`src/rtl/hp_mac_pkg.sv`:
```
// Shared types and constants for the half-precision core arbiter.
package hp_mac_pkg;

  localparam int HP_W = 16;
  localparam int TIMEOUT_DEFAULT = 64;
  localparam logic [HP_W-1:0] QNAN = 16'h7E00;

  typedef enum logic [1:0] {
    ST_IDLE  = 2'd0,
    ST_WAIT  = 2'd1,
    ST_DRAIN = 2'd2,
    ST_RESP  = 2'd3
  } state_t;

endpackage

```
`src/rtl/rr_arb2.sv`:
```
// Two-way round-robin picker: a lone valid wins, a tie goes to the requester not served last.
module rr_arb2 (
  input  logic v0,
  input  logic v1,
  input  logic last,
  output logic grant
);

  always_comb begin
    grant = ~last;
    if (v0 && !v1) begin
      grant = 1'b0;
    end else if (v1 && !v0) begin
      grant = 1'b1;
    end
  end

endmodule

```
`src/rtl/hp_mac_arbiter.sv`:
```
// Shares one half-precision core between two requesters, one operation in flight at a time.
// Handshakes: a transfer happens on a rising edge where valid and ready are both high; valid never waits on ready.
module hp_mac_arbiter
  import hp_mac_pkg::*;
#(
  parameter int TIMEOUT = TIMEOUT_DEFAULT,
  parameter int W       = HP_W
) (
  input  logic         clk,
  input  logic         reset83,
  input  logic         r0_valid83,
  output logic         r0_ready83,
  input  logic [W-1:0] r0_a83,
  input  logic [W-1:0] r0_b83,
  input  logic         r1_valid83,
  output logic         r1_ready83,
  input  logic [W-1:0] r1_a83,
  input  logic [W-1:0] r1_b83,
  output logic         s0_valid83,
  input  logic         s0_ready83,
  output logic [W-1:0] s0_data83,
  output logic         s0_err83,
  output logic         s1_valid83,
  input  logic         s1_ready83,
  output logic [W-1:0] s1_data83,
  output logic         s1_err83,
  output logic         core_start83,
  output logic [W-1:0] core_a83,
  output logic [W-1:0] core_b83,
  input  logic [W-1:0] core_ans83,
  input  logic         core_done83,
  output logic         busy83,
  output state_t       dbg_state
);

  localparam int CW = $clog2(TIMEOUT + 1);
  localparam logic [CW-1:0] CNT_LAST = CW'(TIMEOUT - 1);
  localparam logic [CW-1:0] CNT_MAX  = CW'(TIMEOUT);

  state_t         state;
  logic           last;
  logic           grant;
  logic           hold_id;
  logic [W-1:0]   hold_a;
  logic [W-1:0]   hold_b;
  logic [W-1:0]   res_data;
  logic           res_err;
  logic           start_q;
  logic           sv0;
  logic           sv1;
  logic [CW-1:0]  cnt;
  logic           accept;
  logic           resp_done;

  rr_arb2 u_rr (
    .v0    (r0_valid83),
    .v1    (r1_valid83),
    .last  (last),
    .grant (grant)
  );

  // Ready is gated by reset so nothing can be accepted while reset is held.
  assign r0_ready83 = reset83 && (state == ST_IDLE) && !grant;
  assign r1_ready83 = reset83 && (state == ST_IDLE) && grant;
  assign accept     = grant ? r1_valid83 : r0_valid83;
  assign resp_done  = (sv0 && s0_ready83) || (sv1 && s1_ready83);

  always_ff @(posedge clk) begin
    if (!reset83) begin
      state    <= ST_IDLE;
      last     <= 1'b1;
      hold_id  <= 1'b0;
      hold_a   <= '0;
      hold_b   <= '0;
      res_data <= '0;
      res_err  <= 1'b0;
      start_q  <= 1'b0;
      sv0      <= 1'b0;
      sv1      <= 1'b0;
      cnt      <= '0;
    end else begin
      case (state)
        ST_IDLE: begin
          if (accept) begin
            hold_id <= grant;
            hold_a  <= grant ? r1_a83 : r0_a83;
            hold_b  <= grant ? r1_b83 : r0_b83;
            start_q <= 1'b1;
            cnt     <= '0;
            state   <= ST_WAIT;
          end
        end
        ST_WAIT: begin
          if (core_done83) begin
            res_data <= core_ans83;
            res_err  <= 1'b0;
            start_q  <= 1'b0;
            cnt      <= '0;
            state    <= ST_DRAIN;
          end else if (cnt == CNT_LAST) begin
            res_data <= QNAN;
            res_err  <= 1'b1;
            start_q  <= 1'b0;
            cnt      <= '0;
            state    <= ST_DRAIN;
          end else if (cnt != CNT_MAX) begin
            cnt <= cnt + 1'b1;
          end
        end
        ST_DRAIN: begin
          // The core must release done before the next start can be issued.
          if (!core_done83 || cnt == CNT_LAST) begin
            if (core_done83) begin
              res_err <= 1'b1;
            end
            sv0   <= ~hold_id;
            sv1   <= hold_id;
            state <= ST_RESP;
          end else if (cnt != CNT_MAX) begin
            cnt <= cnt + 1'b1;
          end
        end
        ST_RESP: begin
          if (resp_done) begin
            last  <= hold_id;
            sv0   <= 1'b0;
            sv1   <= 1'b0;
            state <= ST_IDLE;
          end
        end
        default: state <= ST_IDLE;
      endcase
    end
  end

  assign s0_valid83   = sv0;
  assign s1_valid83   = sv1;
  assign s0_data83    = res_data;
  assign s1_data83    = res_data;
  assign s0_err83     = res_err;
  assign s1_err83     = res_err;
  assign core_start83 = start_q;
  assign core_a83     = hold_a;
  assign core_b83     = hold_b;
  assign busy83       = (state != ST_IDLE);
  assign dbg_state    = state;

endmodule
```
`config.mk`:
```
export PLATFORM = sky130hd
export DESIGN_NAME = hp_mac_arbiter
export DESIGN_NICKNAME = d
export VERILOG_FILES = /design/src/rtl/hp_mac_pkg.sv /design/src/rtl/rr_arb2.sv /design/src/rtl/hp_mac_arbiter.sv
export SDC_FILE = /design/constraint.sdc
export NUM_CORES = 1
export LEC_CHECK = 0
export ABC_CLOCK_PERIOD_IN_PS = 3200
export BUFFER_PORTS_ARGS = -buffer_cell sky130_fd_sc_hd__clkbuf_2
export CAP_MARGIN = 15
export CORE_UTILIZATION = 48
export DETAILED_ROUTE_END_ITERATION = 8
export GPL_TIMING_DRIVEN = 0
export PLACE_DENSITY = 0.81
export SLEW_MARGIN = 20
export SYNTH_ARGS = -nofsm -noshare
export SYNTH_HDL_FRONTEND = slang
export SYNTH_SLANG_ARGS = --single-unit
```
`constraint.sdc`:
```
create_clock -name clk -period 3.2 [get_ports clk]
set_clock_uncertainty 0.2 [all_clocks]
set_input_delay 0.16 -clock clk [delete_from_list [all_inputs] [get_ports clk]]
set_output_delay 0.16 -clock clk [all_outputs]
set_load 0.02 [all_outputs]
```
==> metrics.md <==
| Metric | Value |
|---|---|
| Synth warn | 0 |
| Fin Setup TNS | 0 ps |
| Hold_ws | 27.0 ps |
| Worst-margin pin slew | 676 ps |
| Post-synthesis cell type count | 45 |
| Congestion Overflow GR | 0 |
| Status | complete, no violations |
| H-tree Lvls | 3 |
| Synth Register Bits | 63 |
| Syn nets | 409 |
| Postcts setup bufs | 0 |
| Synth area leader | dfxtp_1 |
| Drt first pass iters | 5 |
| CP startpoint kind | primary input |
| Routed WL | 11.2 mm |
| Final Hold Vio Count | 0 |
| Initial Util | 50.2% |
| Maximum buffer depth of the clock tree | 2 |
| Crit. End Element | flop |
| Later-pin clock latency in the skew report | 350 ps |
| ANT cells | 0 |
| Die H | 80.9 µm |
| R2R Setup Slk | 730 ps |
| Reg area | 1260 µm² |
| Max_cap viols | 0 |
| Initial antenna violation count | 0 |
| CTS tree | done |
| Critical-path cell list | dlygate4sd3_1 -> clkbuf_2 -> inv_1 -> maj3_1 -> buf_2 -> buf_2 -> mux2i_1 -> dlygate4sd3_1 -> nand2_1 -> o211a_1 |
| Gr usage total | 35.1% |
| Number of global-route vias before repair | 3,414 |
| Peak Freq | 382 MHz |
| Period utilization | 81.8% |
| WP data required | 3240 ps |
| Ranking of synthesized cells by area | dfxtp_1, mux2i_1, o211a_1 |
| Final setup vio count | 0 |
| Post-route ant nets | 0 |
| Vias | 3,523 |
| CP Max Fanout | 10 |
| Die W | 80.9 µm |
| Post-synth EDFFs | 0 |
| Slowest stage delay, CP | 570 ps |
| Crit Path Class | in2reg |
| RSZ-0062 raised after global routing | false |
| Total CTS buffers | 9 |
| Final Critical Period | 2620 ps |
| Share of cells above drive strength 1 | 36.3% |
| Drt initial violations | 220 |
| DIE AREA | 6540 µm² |
| Leak pwr | 2.60 nW |
| Cells after Synth | 316 |
| Clock slew at reported path FFs | 80 ps |
| Core area | 5960 µm² |
| Final Slew Violations | 0 |
| Avg Cell Area, Syn | 9.46 µm² |
| Post-Syn Area | 2990 µm² |
| Area of the multi-input gates | 1470 µm² |
| Wire length per cell | 17.3 µm |
| Global-route wire length before repair | 16.9 mm |
| I/O Buffers | 158 |
| # nets final | 659 |
| Routability Congestion | 0.788 |
| Worst EP arrival | 2650 ps |
| Crit-path slowest cell | dlygate4sd3_1 |
| Vias per inst | 5.45 |
| Sequential area share after synthesis | 42.2% |
| Root Driver | clkbuf_8 |
| Fill cells | 358 |
| DP HPWL | 6.05 mm |
| Row Count | 28 |
| FFs w/ async S/R, synth | 0% |
| Power density cells | 677 nW/µm² |
| Largest net degree at the start of global routing | 11 |
| Ys flop type | dfxtp_1 |
| Min-Delay Path Class | in2reg |
| Residual DRC | 0 |
| Worst vdd ir | 0.481 mV |
| Total clock sinks | 63 |
| Layout area overhead | 62.0% |
| # IOs | 161 |
| Synth top area share | 42.2% |
| Worst slew margin | 54.6% |
==> where the power goes <==
group	switching [mW]	internal, mW	total [mW]
Combinational	0.925	0.594	1.52
Clock	0.312	0.278	0.590
Sequential	0.162	1.01	1.17
Total	1.40	1.88	3.28
==> synth_stat cells, drive strengths merged (2+ instances only) <==
| library cell | number |
|---|---|
| a211oi | 13 |
| a21oi | 4 |
| a22oi | 11 |
| and2 | 2 |
| and3 | 3 |
| buf | 24 |
| clkbuf | 13 |
| dfxtp | 63 |
| ha | 6 |
| inv | 11 |
| mux2i | 34 |
| nand2 | 29 |
| nand3 | 2 |
| nor2 | 33 |
| nor2b | 4 |
| nor3 | 4 |
| nor4 | 2 |
| o211a | 21 |
| o211ai | 2 |
| o21ai | 7 |
| o221a | 6 |
| o31ai | 3 |
| or2 | 2 |
==> flip-flops by register name, indices dropped and copies added, names as in the netlist <==
name,cells
core_a83,16
core_b83,16
s0_data83,16
cnt,7
dbg_state,2
core_start83,1
hold_id,1
last,1
s0_err83,1
s0_valid83,1
s1_valid83,1
==> kinds of logic (layout without fill, tap and decap cells) <==
group           count (synthesis)  count (layout)  synth area share (%)
fa+ha+maj                       7               7                  2.85
flops                          63              63                  42.2
buf+inv                        48             303                  8.46
mux                            35              35                  11.8
simple gates                   86              86                  13.3
compound gates                 77              77                  21.4
==> area by class of cell <==
| cell class | count | share of cell area, % |
|---|---|---|
| buffer | 37 | 4.37 |
| clock buffer | 12 | 2.79 |
| clock inverter | 4 | 0.465 |
| inverter | 11 | 0.853 |
| multi-input combinational | 205 | 30.4 |
| sequential | 63 | 26.1 |
| tap | 75 | 1.94 |
| timing repair buffer | 239 | 33.1 |
==> per-stage QoR <==
step / power (mW) / util, % / std cells / instance area (µm²) / worst slack (ps)
2_1_floorplan: 2.04 / - / 316 / 2990 / 980
3_3_place_gp: 2.48 / 65.0 / 549 / 3870 / 894
3_5_place_dp: 2.51 / 65.0 / 549 / 3870 / 841
4_1_cts: 3.18 / 81.3 / 646 / 4840 / 677
5_1_grt: 3.45 / 81.3 / 646 / 4840 / 451
6_report: 3.28 / 81.3 / 646 / 4840 / 582
==> cells in the final DEF, fill, tap and decap left out, types with 11 or more instances in the layout <==
cell and count:
inv_1 11, nand2_1 29, a211oi_1 13, clkbuf_2 158
a22oi_1 11, buf_4 18, mux2i_1 34, nor2_1 33
clkbuf_1 16, dfxtp_1 63, dlygate4sd3_1 81, o211a_1 21
==> path summary, 6_finish.rpt <==
path	from	end	depth (start not counted)
max	r1_valid83	core_b83[13]	10
min	r0_a83[15]	core_a83[15]	4
max reg2reg	dbg_state[0]	core_a83[11]	8
min reg2reg	s0_valid83	s0_valid83	2
==> timing repair <==
| action | in CTS | in global routing |
|---|---|---|
| resized for setup | 0 | 0 |
| hold buffers | 81 | 0 |
| endpoints found under the setup margin | 0 | 0 |
| hold endpoints to repair | 49 | 0 |
==> worst max-delay path, delay by kind of cell <==
family,cells,cell delay [ps]
fa+ha+maj,1,140
simple gates,1,70
buf+inv,6,1880
mux,1,220
compound gates,1,190
==> layer usage <==
metal,track usage [%],wire length [µm],up-vias
met5,0,0,-
met4,22.9,528,0
met3,10.3,990,52
met2,60.4,5400,221
met1,37.3,4240,1627
li1,-,-,1623
(Power assumes the default switching activity.)
